`config.mk`:
```
export PLATFORM = sky130hd
export DESIGN_NAME = tdc_frame_collect
export DESIGN_NICKNAME = d
export VERILOG_FILES = /design/src/rtl/tdc_frame_collect.sv
export SDC_FILE = /design/constraint.sdc
export NUM_CORES = 1
export LEC_CHECK = 0
export ABC_AREA = 1
export CAP_MARGIN = 20
export CORE_UTILIZATION = 43
export DETAILED_ROUTE_END_ITERATION = 10
export GPL_ROUTABILITY_DRIVEN = 0
export PLACE_DENSITY = 0.77
export REMOVE_ABC_BUFFERS = 1
export SLEW_MARGIN = 10
export SYNTH_ARGS = -nofsm -noshare
export SYNTH_HDL_FRONTEND = slang
export SYNTH_SLANG_ARGS = --single-unit
```
`constraint.sdc`:
```
create_clock -name clk -period 3.6 [get_ports clk]
set_clock_uncertainty 0.15 [all_clocks]
set_input_delay 0.72 -clock clk [delete_from_list [all_inputs] [get_ports clk]]
set_output_delay 0.72 -clock clk [all_outputs]
set_load 0.02 [all_outputs]
```
`src/rtl/tdc_frame_collect.sv`:
```
// Gathers one sample per enabled TDC channel into a frame and hands it off on valid/ready.
// Writes seen while a frame waits for the consumer are counted in a saturating drop counter.
module tdc_frame_collect #(
  parameter int CH_NUM = 4,
  parameter int DATA_W = 11,
  parameter int TMO_W  = 8,
  parameter int SEQ_W  = 16
) (
  input  logic                     clk,
  input  logic                     rst,
  input  logic [CH_NUM-1:0]        ch_mask,
  input  logic [CH_NUM*DATA_W-1:0] in_data,
  input  logic [CH_NUM-1:0]        in_wr,
  input  logic [TMO_W-1:0]         tmo_limit,
  output logic [CH_NUM*DATA_W-1:0] out_data,
  output logic [CH_NUM-1:0]        out_present,
  output logic [CH_NUM-1:0]        out_dup,
  output logic [SEQ_W-1:0]         out_seq,
  output logic                     out_timeout,
  output logic                     out_valid,
  input  logic                     out_ready,
  output logic [15:0]              drop_cnt
);

  localparam int PC_W = $clog2(CH_NUM + 1);

  typedef enum logic [1:0] {
    ST_IDLE    = 2'd0,
    ST_COLLECT = 2'd1,
    ST_OUT     = 2'd2
  } state_t;

  function automatic logic [PC_W-1:0] popcount(input logic [CH_NUM-1:0] v);
    logic [PC_W-1:0] c;
    c = {PC_W{1'b0}};
    for (int i = 0; i < CH_NUM; i++) begin
      c = c + PC_W'(v[i]);
    end
    return c;
  endfunction

  state_t                    r_state;
  logic [CH_NUM-1:0]         r_act_mask;
  logic [CH_NUM*DATA_W-1:0]  r_slot;
  logic [CH_NUM-1:0]         r_present;
  logic [CH_NUM-1:0]         r_dup;
  logic [TMO_W-1:0]          r_tmo_cnt;
  logic [SEQ_W-1:0]          r_seq;
  logic                      r_timeout;
  logic                      r_valid;
  logic [15:0]               r_drop;

  logic                      w_fresh;
  logic [CH_NUM-1:0]         w_mask;
  logic [CH_NUM-1:0]         w_base;
  logic [CH_NUM-1:0]         w_hit;
  logic                      w_complete;
  logic                      w_tmo_hit;
  logic [CH_NUM-1:0]         w_dup_nxt;
  logic [CH_NUM*DATA_W-1:0]  w_slot_nxt;
  logic [PC_W-1:0]           w_drop_inc;
  logic [16:0]               w_drop_sum;

  // A "fresh" cycle starts a new frame against the live mask: idle, or the handshake cycle.
  always_comb begin
    w_fresh = 1'b0;
    w_mask  = r_act_mask;
    w_base  = r_present;
    case (r_state)
      ST_IDLE: begin
        w_fresh = 1'b1;
        w_mask  = ch_mask;
        w_base  = {CH_NUM{1'b0}};
      end
      ST_COLLECT: begin
        w_fresh = 1'b0;
        w_mask  = r_act_mask;
        w_base  = r_present;
      end
      ST_OUT: begin
        if (out_ready) begin
          w_fresh = 1'b1;
          w_mask  = ch_mask;
          w_base  = {CH_NUM{1'b0}};
        end else begin
          w_fresh = 1'b0;
          w_mask  = r_act_mask;
          w_base  = r_present;
        end
      end
      default: begin
        w_fresh = 1'b0;
        w_mask  = r_act_mask;
        w_base  = r_present;
      end
    endcase

    w_hit      = in_wr & w_mask;
    w_complete = ((w_base | w_hit) & w_mask) == w_mask;
    w_tmo_hit  = (tmo_limit != {TMO_W{1'b0}}) && (r_tmo_cnt == tmo_limit - TMO_W'(1));
    if (w_fresh) begin
      w_dup_nxt = {CH_NUM{1'b0}};
    end else begin
      w_dup_nxt = r_dup | (w_hit & r_present);
    end

    w_slot_nxt = r_slot;
    for (int i = 0; i < CH_NUM; i++) begin
      if (w_hit[i] && !w_base[i]) begin
        w_slot_nxt[i*DATA_W +: DATA_W] = in_data[i*DATA_W +: DATA_W];
      end else if (w_fresh) begin
        w_slot_nxt[i*DATA_W +: DATA_W] = {DATA_W{1'b0}};
      end else begin
        w_slot_nxt[i*DATA_W +: DATA_W] = r_slot[i*DATA_W +: DATA_W];
      end
    end

    if (r_state == ST_OUT && !out_ready) begin
      w_drop_inc = popcount(in_wr & r_act_mask);
    end else begin
      w_drop_inc = {PC_W{1'b0}};
    end
    w_drop_sum = {1'b0, r_drop} + 17'(w_drop_inc);
  end

  // Frame FSM; slots double as the output data registers and stay frozen in ST_OUT.
  always_ff @(posedge clk or posedge rst) begin
    if (rst) begin
      r_state    <= ST_IDLE;
      r_act_mask <= {CH_NUM{1'b0}};
      r_slot     <= {(CH_NUM*DATA_W){1'b0}};
      r_present  <= {CH_NUM{1'b0}};
      r_dup      <= {CH_NUM{1'b0}};
      r_tmo_cnt  <= {TMO_W{1'b0}};
      r_seq      <= {SEQ_W{1'b0}};
      r_timeout  <= 1'b0;
      r_valid    <= 1'b0;
    end else begin
      case (r_state)
        ST_IDLE: begin
          if (w_hit != {CH_NUM{1'b0}}) begin
            r_act_mask <= ch_mask;
            r_slot     <= w_slot_nxt;
            r_present  <= w_hit;
            r_dup      <= {CH_NUM{1'b0}};
            r_tmo_cnt  <= {TMO_W{1'b0}};
            r_timeout  <= 1'b0;
            r_valid    <= w_complete;
            r_state    <= w_complete ? ST_OUT : ST_COLLECT;
          end
        end
        ST_COLLECT: begin
          r_slot    <= w_slot_nxt;
          r_present <= r_present | w_hit;
          r_dup     <= w_dup_nxt;
          r_tmo_cnt <= r_tmo_cnt + TMO_W'(1);
          if (w_complete) begin
            r_state   <= ST_OUT;
            r_valid   <= 1'b1;
            r_timeout <= 1'b0;
          end else if (w_tmo_hit) begin
            r_state   <= ST_OUT;
            r_valid   <= 1'b1;
            r_timeout <= 1'b1;
          end
        end
        ST_OUT: begin
          if (out_ready) begin
            r_seq     <= r_seq + SEQ_W'(1);
            r_slot    <= w_slot_nxt;
            r_present <= w_hit;
            r_dup     <= {CH_NUM{1'b0}};
            r_tmo_cnt <= {TMO_W{1'b0}};
            r_timeout <= 1'b0;
            if (w_hit != {CH_NUM{1'b0}}) begin
              r_act_mask <= ch_mask;
              r_valid    <= w_complete;
              r_state    <= w_complete ? ST_OUT : ST_COLLECT;
            end else begin
              r_valid <= 1'b0;
              r_state <= ST_IDLE;
            end
          end
        end
        default: begin
          r_state <= ST_IDLE;
          r_valid <= 1'b0;
        end
      endcase
    end
  end

  // Saturating count of writes lost while a frame waits for the consumer.
  always_ff @(posedge clk or posedge rst) begin
    if (rst) begin
      r_drop <= 16'h0000;
    end else if (w_drop_sum[16]) begin
      r_drop <= 16'hFFFF;
    end else begin
      r_drop <= w_drop_sum[15:0];
    end
  end

  assign out_data    = r_slot;
  assign out_present = r_present;
  assign out_dup     = r_dup;
  assign out_seq     = r_seq;
  assign out_timeout = r_timeout;
  assign out_valid   = r_valid;
  assign drop_cnt    = r_drop;

endmodule

```
==> results of run 1 <==
==> per-layer routing <==
layer / vias up / wire (um)
met5: - / 0
met4: 0 / 180
met3: 18 / 748
met2: 132 / 6438
met1: 2192 / 5459
li1: 2300 / -
==> tightest hold or removal path, delay by kind of cell (launching register included) <==
kind	cells	cell delay (ns)
flops	1	0.34
simple gates	2	0.10
==> kinds of logic after synthesis <==
family / after synthesis / synth area share [%]
simple gates: 376 / 31.98
flops: 99 / 49.32
compound gates: 44 / 4.683
buf+inv: 86 / 7.049
fa+ha+maj: 10 / 2.790
xor+xnor: 24 / 4.184
==> registers in the layout (all words and copies together), names as in the netlist <==
name / count
out_present: 4
r_tmo_cnt: 8
out_dup: 4
r_act_mask: 4
drop_cnt: 16
r_state: 2
out_data: 44
out_timeout: 1
out_seq: 16
==> worst max path at each step <==
stage | slack [ns] | to | depth (start not counted) | startpoint
5_1_grt | 0.12 | drop_cnt[13] | 18 | in_wr[0]
3_3_place_gp | -0.43 | drop_cnt[13] | 18 | in_wr[0]
2_1_floorplan | 0.14 | drop_cnt[0] | 1 | rst
3_5_place_dp | -0.56 | drop_cnt[13] | 18 | in_wr[0]
6_report | 0.31 | drop_cnt[13] | 18 | in_wr[0]
4_1_cts | 0.02 | drop_cnt[13] | 18 | in_wr[0]
==> final cells by class <==
type                    instances  area, um2  share of cell area, %
inverters                      73      281.5                  3.947
repair buffers                166       1637                  22.94
clock inverters                 6      72.57                  1.017
flip-flops and latches         99       2477                  34.73
multi-input cells             454       2247                  31.50
well taps                     143      178.9                  2.508
clock buffers                  10      239.0                  3.350
==> cell usage in the layout (no fill, tap or decap), drive strengths merged, types with 3 or more instances in the layout <==
| cell | netlist | layout |
|---|---|---|
| a21oi | 5 | 5 |
| buf | 11 | 18 |
| clkbuf | 2 | 10 |
| clkdlybuf4s50 | 0 | 145 |
| clkinvlp | 0 | 3 |
| dfrtp | 99 | 99 |
| dlymetal6s2s | 0 | 3 |
| ha | 8 | 8 |
| inv | 73 | 75 |
| nand2 | 265 | 265 |
| nand3 | 39 | 39 |
| nand3b | 4 | 4 |
| nand4 | 5 | 5 |
| nor2 | 55 | 55 |
| nor3 | 5 | 5 |
| o21ai | 32 | 32 |
| o22ai | 4 | 4 |
| xnor2 | 7 | 7 |
| xor2 | 17 | 17 |
==> power groups by stage <==
stage	clock network (W)	logic [W]	registers, W
6_report	0.00101	0.00209	0.00162
5_1_grt	0.00107	0.00230	0.00165
4_1_cts	0.00103	0.00210	0.00161
3_5_place_dp	0	0.00209	0.00163
3_3_place_gp	0	0.00204	0.00161
2_1_floorplan	0	0.000938	0.00187
==> Yosys cell counts <==
master / count
a21boi_0: 1
a21oi_1: 4
a21oi_2: 1
a31oi_1: 1
buf_2: 9
buf_6: 2
clkbuf_1: 2
dfrtp_1: 99
fa_1: 2
ha_1: 8
inv_1: 71
inv_4: 2
nand2_1: 247
nand2_2: 16
nand2_4: 2
nand3_1: 36
nand3_4: 3
nand3b_1: 4
nand4_1: 5
nor2_1: 54
nor2_4: 1
nor3_1: 4
nor3_2: 1
nor4_1: 1
o21ai_0: 31
o21ai_1: 1
o22ai_1: 4
o31ai_1: 1
or2_2: 2
xnor2_1: 7
xor2_1: 17
==> through the flow <==
stage / cell area, um2 / hold slack, ns / cells / total power (W) / util [%]
after floorplan: 4949 / 0.3250 / 626 / 0.002809 / -
after global placement: 6744 / 0.3036 / 933 / 0.003647 / 59.06
after detailed placement: 6744 / 0.3082 / 933 / 0.003720 / 59.06
after CTS: 7071 / 0.3241 / 949 / 0.004747 / 61.92
after global routing: 7133 / 0.3425 / 951 / 0.005026 / 62.47
final: 7133 / 0.3216 / 951 / 0.004711 / 62.47
==> repair_timing <==
action / in CTS / in global routing
gates resized for setup: 4 / 17
buffers inserted: 0 / 2
pin swaps: 0 / 4
setup endpoints to repair: 3 / 16
==> metrics, run 1 <==
Clock Power Share=21.4%; post-synth top area cell=dfrtp_1; WS Path Type=in -> reg; status=complete, no violations; worst-path cell chain=dlymetal6s2s_1 -> nand2_2 -> fa_1 -> inv_1 -> ha_1 -> ha_1 -> inv_2 -> nor2_2 -> ha_2 -> nand3_1 -> nand3_2 -> nand2_2 -> nor3_4 -> inv_2 -> nor3_4 -> nand3_1 -> nand2_1 -> nand3_1; worst-path fanout max=3; share of the synthesized area in the top cell type=49.32%; fin. max-slew vios=0; Sw Share=40.99%; DRT antenna net count=0; io pins=149; Final setup viols=0; cell mode on critical path=nand3_1; CP Launch Type=primary input; synth-to-layout area growth=41.99%; setup ws final=0.3139 ns; Clock Latency Late Sink=0.35 ns; row count=39; gate count after technology mapping=639; cell-internal power=0.002780 W; GRT met3 Usage=6.467%; Seq pwr share=34.3%; max_slew headroom=66.73%; Max Cap Viol=0; Final Hold Viols=0; synth top area cells=dfrtp_1, nand2_1, inv_1; GR Layer Usage met2=36.34%; drt first-iter violations=248; Logic pwr share=44.3%; RSZ-0062 raised after global routing=false; register area share after synthesis=49.32%; DRC violations left=0; drt first pass iters=5; n_diodes=0; core area=0.01142 mm2; hold_sp=out_data[6]; Longest Clk Path Bufs=2; Vias=4,642; hold-critical path depth=2; WHS Endpoint=out_data[6]; worst slack at placement=-0.5649 ns; NetSw=0.001931 W; dpl hpwl=9519 um; global-route wire length before repair=20,270 um; Max VDD drop=0.3937 mV; gr busiest metal=met2; #FFs+latches synth=99; reg2reg setup slack=0.41 ns; Layout Nets=876; antenna violations before repair=0; Root Driver=clkbuf_16; R2R cell count=17; Crit. End Element=register; CTS tree=done; Static Leak=3.604 nW; worst slew pin tran=0.4957 ns; Max Clock Freq=0.3043 GHz; All-Layer GR Usage=21.62%; # port buffers=148; WL per Instance=13.49 um; PwrDens=660.5 mW/mm2; GRT Residual Overflow=0; Post-CTS Hold Buffers=0; chip width=110.1 um; CP Buf/Inv Count=4; clk slew on worst S/H paths=0.07 ns; largest net degree at the start of global routing=46; WP data arrival=3.37 ns; HP Class=reg -> reg; fin crit period=3.286 ns; Worst R2R Start=r_act_mask[0]; syn avg cell area=7.862 um2; DIE AREA=0.01212 mm2; yosys warns=0; share of layout cells above drive strength 1=9.530%; post-synthesis cell area=0.005024 mm2; total wire length=12,830 um; worst stage delay on the critical path=0.53 ns; crit share post-route=91.28%; Initial Util=44.00%; Inserted Clock Buffers=9; vias per cell=4.881; DIE HEIGHT=110.1 um; vias in the first global route=4,432; Fin Setup TNS=0 ns; worst reg2reg endpoint=drop_cnt[13]; clock sink count=99; CP max stage cell=fa_1; Synth cell types=31; GR met1 Demand/Resource=26.43%; CP Data Required Time=3.68 ns; cell family with most CP delay=adder cells; htree depth=3; Fill cells=974
Note: power is estimated with default switching activity, not from simulation.
==> run 2, diff against run 1 <==
--- a/config.mk
+++ b/config.mk
@@ -8,6 +8,7 @@
 export ABC_AREA = 1
 export CAP_MARGIN = 20
 export CORE_UTILIZATION = 43
+export CTS_BUF_LIST = sky130_fd_sc_hd__clkbuf_16
 export DETAILED_ROUTE_END_ITERATION = 10
 export GPL_ROUTABILITY_DRIVEN = 0
 export PLACE_DENSITY = 0.77
==> run 2 against run 1 <==
Against the previous run: via count about the same; register-to-register slack about the same; global-route usage unchanged; sequential share of layout area about the same; final area shrank 0.14%; die area stayed put; largest cell class unchanged.
==> metrics, run 2 (synthesis results as in run 1) <==
status=complete, no violations; HP Class=reg -> reg; DRC violations left=0 (unchanged); Final Hold Viols=0 (unchanged); antenna violations before repair=0 (unchanged); GR Layer Usage met2=36.34% (unchanged); fin. max-slew vios=0 (unchanged); DP Cell Count=933 (unchanged); All-Layer GR Usage=21.62% (unchanged); global-route wire length before repair=20,270 um (unchanged); NetSw=0.001932 W (about the same); Root Driver=clkbuf_16; Max VDD drop=0.3926 mV (-0.26%); share of layout cells above drive strength 1=9.406% (-0.12 points); io pins=149 (unchanged); commonest non-fill, non-tap cells in the layout=nand2_1, clkdlybuf4s50_1, dfrtp_1, inv_1, nor2_1; Max Clock Freq=0.3043 GHz (unchanged); total wire length=12,830 um (about the same); Hold WS=0.3216 ns (unchanged); Final setup viols=0 (unchanged); htree depth=3 (unchanged); GR met1 Demand/Resource=26.43% (unchanged); largest net degree at the start of global routing=46 (unchanged); RSZ-0062 raised after global routing=false; max_slew headroom=66.73% (unchanged); WP data arrival=3.37 ns (about the same); synth-to-layout area growth=41.79%; chip width=110.1 um (unchanged); CTS tree=done; Max Cap Viol=0 (unchanged); gr busiest metal=met2; GRT met3 Usage=6.467% (unchanged); crit share post-route=91.28% (unchanged); worst slack at placement=-0.5649 ns (unchanged); Crit. End Element=register; Longest Clk Path Bufs=2 (unchanged); worst slew pin tran=0.4957 ns (unchanged); GRT Residual Overflow=0 (unchanged); cell-internal power=0.002759 W (-0.77%); PwrDens=658.5 mW/mm2 (-0.30%); Static Leak=3.598 nW (-0.16%); Seq pwr share=34.5% (+0.2 points); Layout Nets=876 (unchanged); Inserted Clock Buffers=9 (unchanged); drt first pass iters=5 (unchanged); Fill cells=975 (+0.10%); commonest non-fill, non-tap cell in the layout=nand2_1; drt first-iter violations=241 (-2.8%); vias per cell=4.879 (about the same); clk slew on worst S/H paths=0.07 ns (about the same); DIE AREA=0.01212 mm2 (unchanged); fin crit period=3.286 ns (unchanged); clock sink count=99 (unchanged); reg2reg setup slack=0.41 ns (about the same); Logic pwr share=44.5% (+0.2 points); # port buffers=148 (unchanged); Clock Latency Late Sink=0.35 ns (about the same); worst-path fanout max=3 (unchanged); Vias=4,640 (-0.043%); setup ws final=0.3139 ns (unchanged); core area=0.01142 mm2 (unchanged); DIE HEIGHT=110.1 um (unchanged); Initial Util=44.00% (unchanged); CP Launch Type=primary input; DRT antenna net count=0 (unchanged); vias in the first global route=4,432 (unchanged); Clock Power Share=21.0% (-0.4 points); max reg flops=44 (unchanged); dpl hpwl=9519 um (unchanged); CP Data Required Time=3.68 ns (about the same); row count=39 (unchanged); WL per Instance=13.49 um (about the same); Sw Share=41.19% (+0.20 points); fin util=62.38% (-0.088 points); WS Path Type=in -> reg; n_diodes=0 (unchanged); final non-filler cell total=951 (unchanged)
## run 2: cell count changes in the layout (fill, tap and decap cells not counted), sizes merged
cell	change
clkbuf	-1
clkinv	+1
## run 2: metrics by stage
stage | setup TNS (ns) | total power (W) | cell area (um2)
floorplan | 0 | 0.002809 | 4949
global placement | -3.358 | 0.003647 | 6744
detailed placement | -5.053 | 0.003720 | 6744
CTS | 0 | 0.004725 | 7061
global route | 0 | 0.005004 | 7123
finish | 0 | 0.004691 | 7123
## run 2: worst max-delay path, cell delays in order
cell and delay (ns):
dlymetal6s2s_1 0.12, nand2_2 0.07, fa_1 0.53, inv_1 0.04, ha_1 0.18, ha_1 0.30, inv_2 0.05, nor2_2 0.04
ha_2 0.31, nand3_1 0.07, nand3_2 0.09, nand2_2 0.08, nor3_4 0.22, inv_2 0.09, nor3_4 0.21, nand3_1 0.10
nand2_1 0.07, nand3_1 0.06
## run 2: path summary, 6_finish.rpt
check	start	end	cells after the start
setup / recovery	in_wr[0]	drop_cnt[13]	18
hold / removal	out_data[6]	out_data[6]	2
setup reg to reg	r_act_mask[0]	drop_cnt[13]	17
hold reg to reg	out_data[6]	out_data[6]	2
max in group asynchronous	rst	r_tmo_cnt[5]	3
min in group asynchronous	rst	out_data[5]	2
## run 2: layer usage
layer / routed length (um) / share of wire, % / up-vias
met5: 0 / 0 / -
met4: 180 / 1.4 / 0
met3: 748 / 5.8 / 18
met2: 6429 / 50 / 132
met1: 5470 / 43 / 2189
li1: - / - / 2301
## run 2: area by class of cell
type,instances,area [um2],area share (%)
tap,143,178.9,2.512
clock inverter,7,76.32,1.071
sequential,99,2477,34.78
inverter,73,281.5,3.952
timing repair buffer,166,1637,22.98
multi-input combinational,454,2247,31.55
clock buffer,9,225.2,3.162
## run 2: repair_timing
action	CTS	global route
hold buffers	0	0
gates cloned	0	0
pin swaps	0	4
buffers inserted	0	2
gates resized for setup	4	17
setup endpoints to repair	3	16
## run 2: power groups by stage
stage | logic [W] | registers, W | clock network (W)
2_1_floorplan | 0.000938 | 0.00187 | 0
3_3_place_gp | 0.00204 | 0.00161 | 0
3_5_place_dp | 0.00209 | 0.00163 | 0
4_1_cts | 0.00210 | 0.00161 | 0.00101
5_1_grt | 0.00230 | 0.00165 | 0.00105
6_report | 0.00209 | 0.00162 | 0.000985
==> run 3, diff against run 2 <==
--- a/config.mk
+++ b/config.mk
@@ -6,14 +6,15 @@
 export NUM_CORES = 1
 export LEC_CHECK = 0
 export ABC_AREA = 1
-export CAP_MARGIN = 20
+export CAP_MARGIN = 25
 export CORE_UTILIZATION = 43
 export CTS_BUF_LIST = sky130_fd_sc_hd__clkbuf_16
 export DETAILED_ROUTE_END_ITERATION = 10
 export GPL_ROUTABILITY_DRIVEN = 0
+export MAX_ROUTING_LAYER = met4
 export PLACE_DENSITY = 0.77
 export REMOVE_ABC_BUFFERS = 1
-export SLEW_MARGIN = 10
+export SLEW_MARGIN = 20
 export SYNTH_ARGS = -nofsm -noshare
 export SYNTH_HDL_FRONTEND = slang
 export SYNTH_SLANG_ARGS = --single-unit
==> run 3 against run 2 <==
Against the previous run: core utilization unchanged; register-to-register slack is essentially flat; final cell count unchanged; via count down 0.19%; clock-buffer cell count unchanged; combinational power about the same; sequential power about the same; non-clock buffer count unchanged.
==> metrics, run 3 (synthesis results as in run 1) <==
critical path depth=18 (unchanged); antenna violations before repair=0 (unchanged); worst slew pin tran=0.4929 ns (-0.002831 ns); drt first-iter violations=281 (+17%); fin. max-slew vios=0 (unchanged); WL met2=6358 um (-1.1%); RSZ-0062 raised after global routing=false; row count=39 (unchanged); max reg flops=44 (unchanged); Vias=4,631 (-0.19%); commonest non-fill, non-tap cell in the layout=nand2_1; met3 routed WL=737 um (-1.5%); synth-to-layout area growth=41.79% (unchanged); worst-path fanout max=3 (unchanged); Clock Latency Late Sink=0.35 ns (about the same); All-Layer GR Usage=22.24% (+0.62 points); worst slack at placement=-0.5649 ns (unchanged); worst stage delay on the critical path=0.53 ns (about the same); Final setup viols=0 (unchanged); CP Launch Type=primary input; WS Path Type=in -> reg; Max Cap Viol=0 (unchanged); Post-CTS Hold Buffers=0 (unchanged); cell-internal power=0.002759 W (about the same); Seq pwr share=34.4% (about the same); clk slew on worst S/H paths=0.07 ns (about the same); Inserted Clock Buffers=9 (unchanged); CTS tree=done; GRT Residual Overflow=0 (unchanged); top routing layer used=met4; largest net degree at the start of global routing=46 (unchanged); PwrDens=658.5 mW/mm2 (about the same); chip width=110.1 um (unchanged); fin crit period=3.288 ns (+0.001558 ns); drt first pass iters=5 (unchanged); Clock Power Share=21.0% (about the same); total wire length=12,800 um (-0.25%); Sw Share=41.18% (about the same); Hold WS=0.3217 ns (+0.00007900 ns); DRC violations left=0 (unchanged); WL per Instance=13.46 um (-0.25%); dpl hpwl=9519 um (unchanged); max_slew headroom=66.92% (+0.19 points); final non-filler cell total=951 (unchanged); DP Cell Count=933 (unchanged); clock sink count=99 (unchanged); worst-path cell chain=dlymetal6s2s_1 -> nand2_2 -> fa_1 -> inv_1 -> ha_1 -> ha_1 -> inv_2 -> nor2_2 -> ha_2 -> nand3_1 -> nand3_2 -> nand2_2 -> nor3_4 -> inv_2 -> nor3_4 -> nand3_1 -> nand2_1 -> nand3_1; CP Buf/Inv Count=4 (unchanged); Max VDD drop=0.3901 mV (-0.64%); io pins=149 (unchanged); vias in the first global route=4,433 (+0.023%); status=complete, no violations; Logic pwr share=44.5% (about the same); Final Hold Viols=0 (unchanged); HP Class=reg -> reg; DIE HEIGHT=110.1 um (unchanged); Root Driver=clkbuf_16; global-route wire length before repair=20,280 um (about the same); CP max stage cell=fa_1; Design Power=0.004691 W (about the same); DIE AREA=0.01212 mm2 (unchanged); DRT antenna net count=0 (unchanged); Initial Util=44.00% (unchanged); crit share post-route=91.32% (about the same); R2R cell count=17 (unchanged); Fin Setup TNS=0 ns (unchanged); setup ws final=0.3124 ns (-0.001558 ns); WP data arrival=3.37 ns (about the same); NetSw=0.001932 W (about the same); vias per cell=4.870 (-0.19%); cell mode on critical path=nand3_1; Longest Clk Path Bufs=2 (unchanged); n_diodes=0 (unchanged); CP Data Required Time=3.68 ns (about the same); htree depth=3 (unchanged); Layout Nets=876 (unchanged); Static Leak=3.598 nW (unchanged); core area=0.01142 mm2 (unchanged); # port buffers=148 (unchanged); hold-critical path depth=2 (unchanged); met1 WL=5498 um (+0.51%); Crit. End Element=register; Max Clock Freq=0.3042 GHz (about the same); share of layout cells above drive strength 1=9.406% (unchanged); cell family with most CP delay=adder cells; commonest non-fill, non-tap cells in the layout=nand2_1, clkdlybuf4s50_1, dfrtp_1, inv_1, nor2_1
run 3: cell counts in the layout (fill, tap and decap cells not counted):
Identical to the previous run, type by type.
run 3: worst paths after layout:
| kind | slack [ns] | from | end |
|---|---|---|---|
| max reg2reg | 0.41 | r_act_mask[0] | drop_cnt[13] |
| min in group asynchronous | 0.56 | rst | out_data[5] |
| max in group asynchronous | 2.02 | rst | r_tmo_cnt[5] |
| min | 0.32 | out_data[6] | out_data[6] |
| max | 0.31 | in_wr[0] | drop_cnt[13] |
| min reg2reg | 0.32 | out_data[6] | out_data[6] |
run 3: worst reg2reg max path, cell delays in order, from the launching register on:
cell	delay (ns)
dfrtp_1	0.40
nand2_2	0.07
fa_1	0.53
inv_1	0.04
ha_1	0.18
ha_1	0.30
inv_2	0.05
nor2_2	0.04
ha_2	0.31
nand3_1	0.07
nand3_2	0.09
nand2_2	0.08
nor3_4	0.22
inv_2	0.09
nor3_4	0.22
nand3_1	0.10
nand2_1	0.07
nand3_1	0.06
run 3: metal layers:
metal | track usage, % | up-vias
met4 | 7.333 | 0
met2 | 36.25 | 141
met1 | 26.51 | 2169
met5 | - | -
met3 | 6.349 | 21
li1 | - | 2300
run 3: area by class of cell:
class	instances	area, um2
Fill cell	975	4295
Sequential cell	99	2477
Multi-Input combinational cell	454	2247
Timing Repair Buffer	166	1637
Inverter	73	281.5
Clock buffer	9	225.2
Tap cell	143	178.9
Clock inverter	7	76.32
run 3: power groups by stage:
stage,logic (W),clock network [W],registers (W)
floorplan,0.000938,0,0.00187
global route,0.00230,0.00105,0.00165
global placement,0.00204,0,0.00161
finish,0.00209,0.000986,0.00162
detailed placement,0.00209,0,0.00163
CTS,0.00210,0.00101,0.00161
run 3: timing repair:
item / 4_1_cts / 5_1_grt
resized for setup: 4 / 17
cloned: 0 / 0
buffers inserted: 0 / 2
pin swaps: 0 / 4
endpoints found under the setup margin: 3 / 16
run 3: per-stage QoR:
stage	cell area, um2	utilization (%)
CTS	7061	61.83
floorplan	4949	-
global placement	6744	59.06
global route	7123	62.38
detailed placement	6744	59.06
finish	7123	62.38
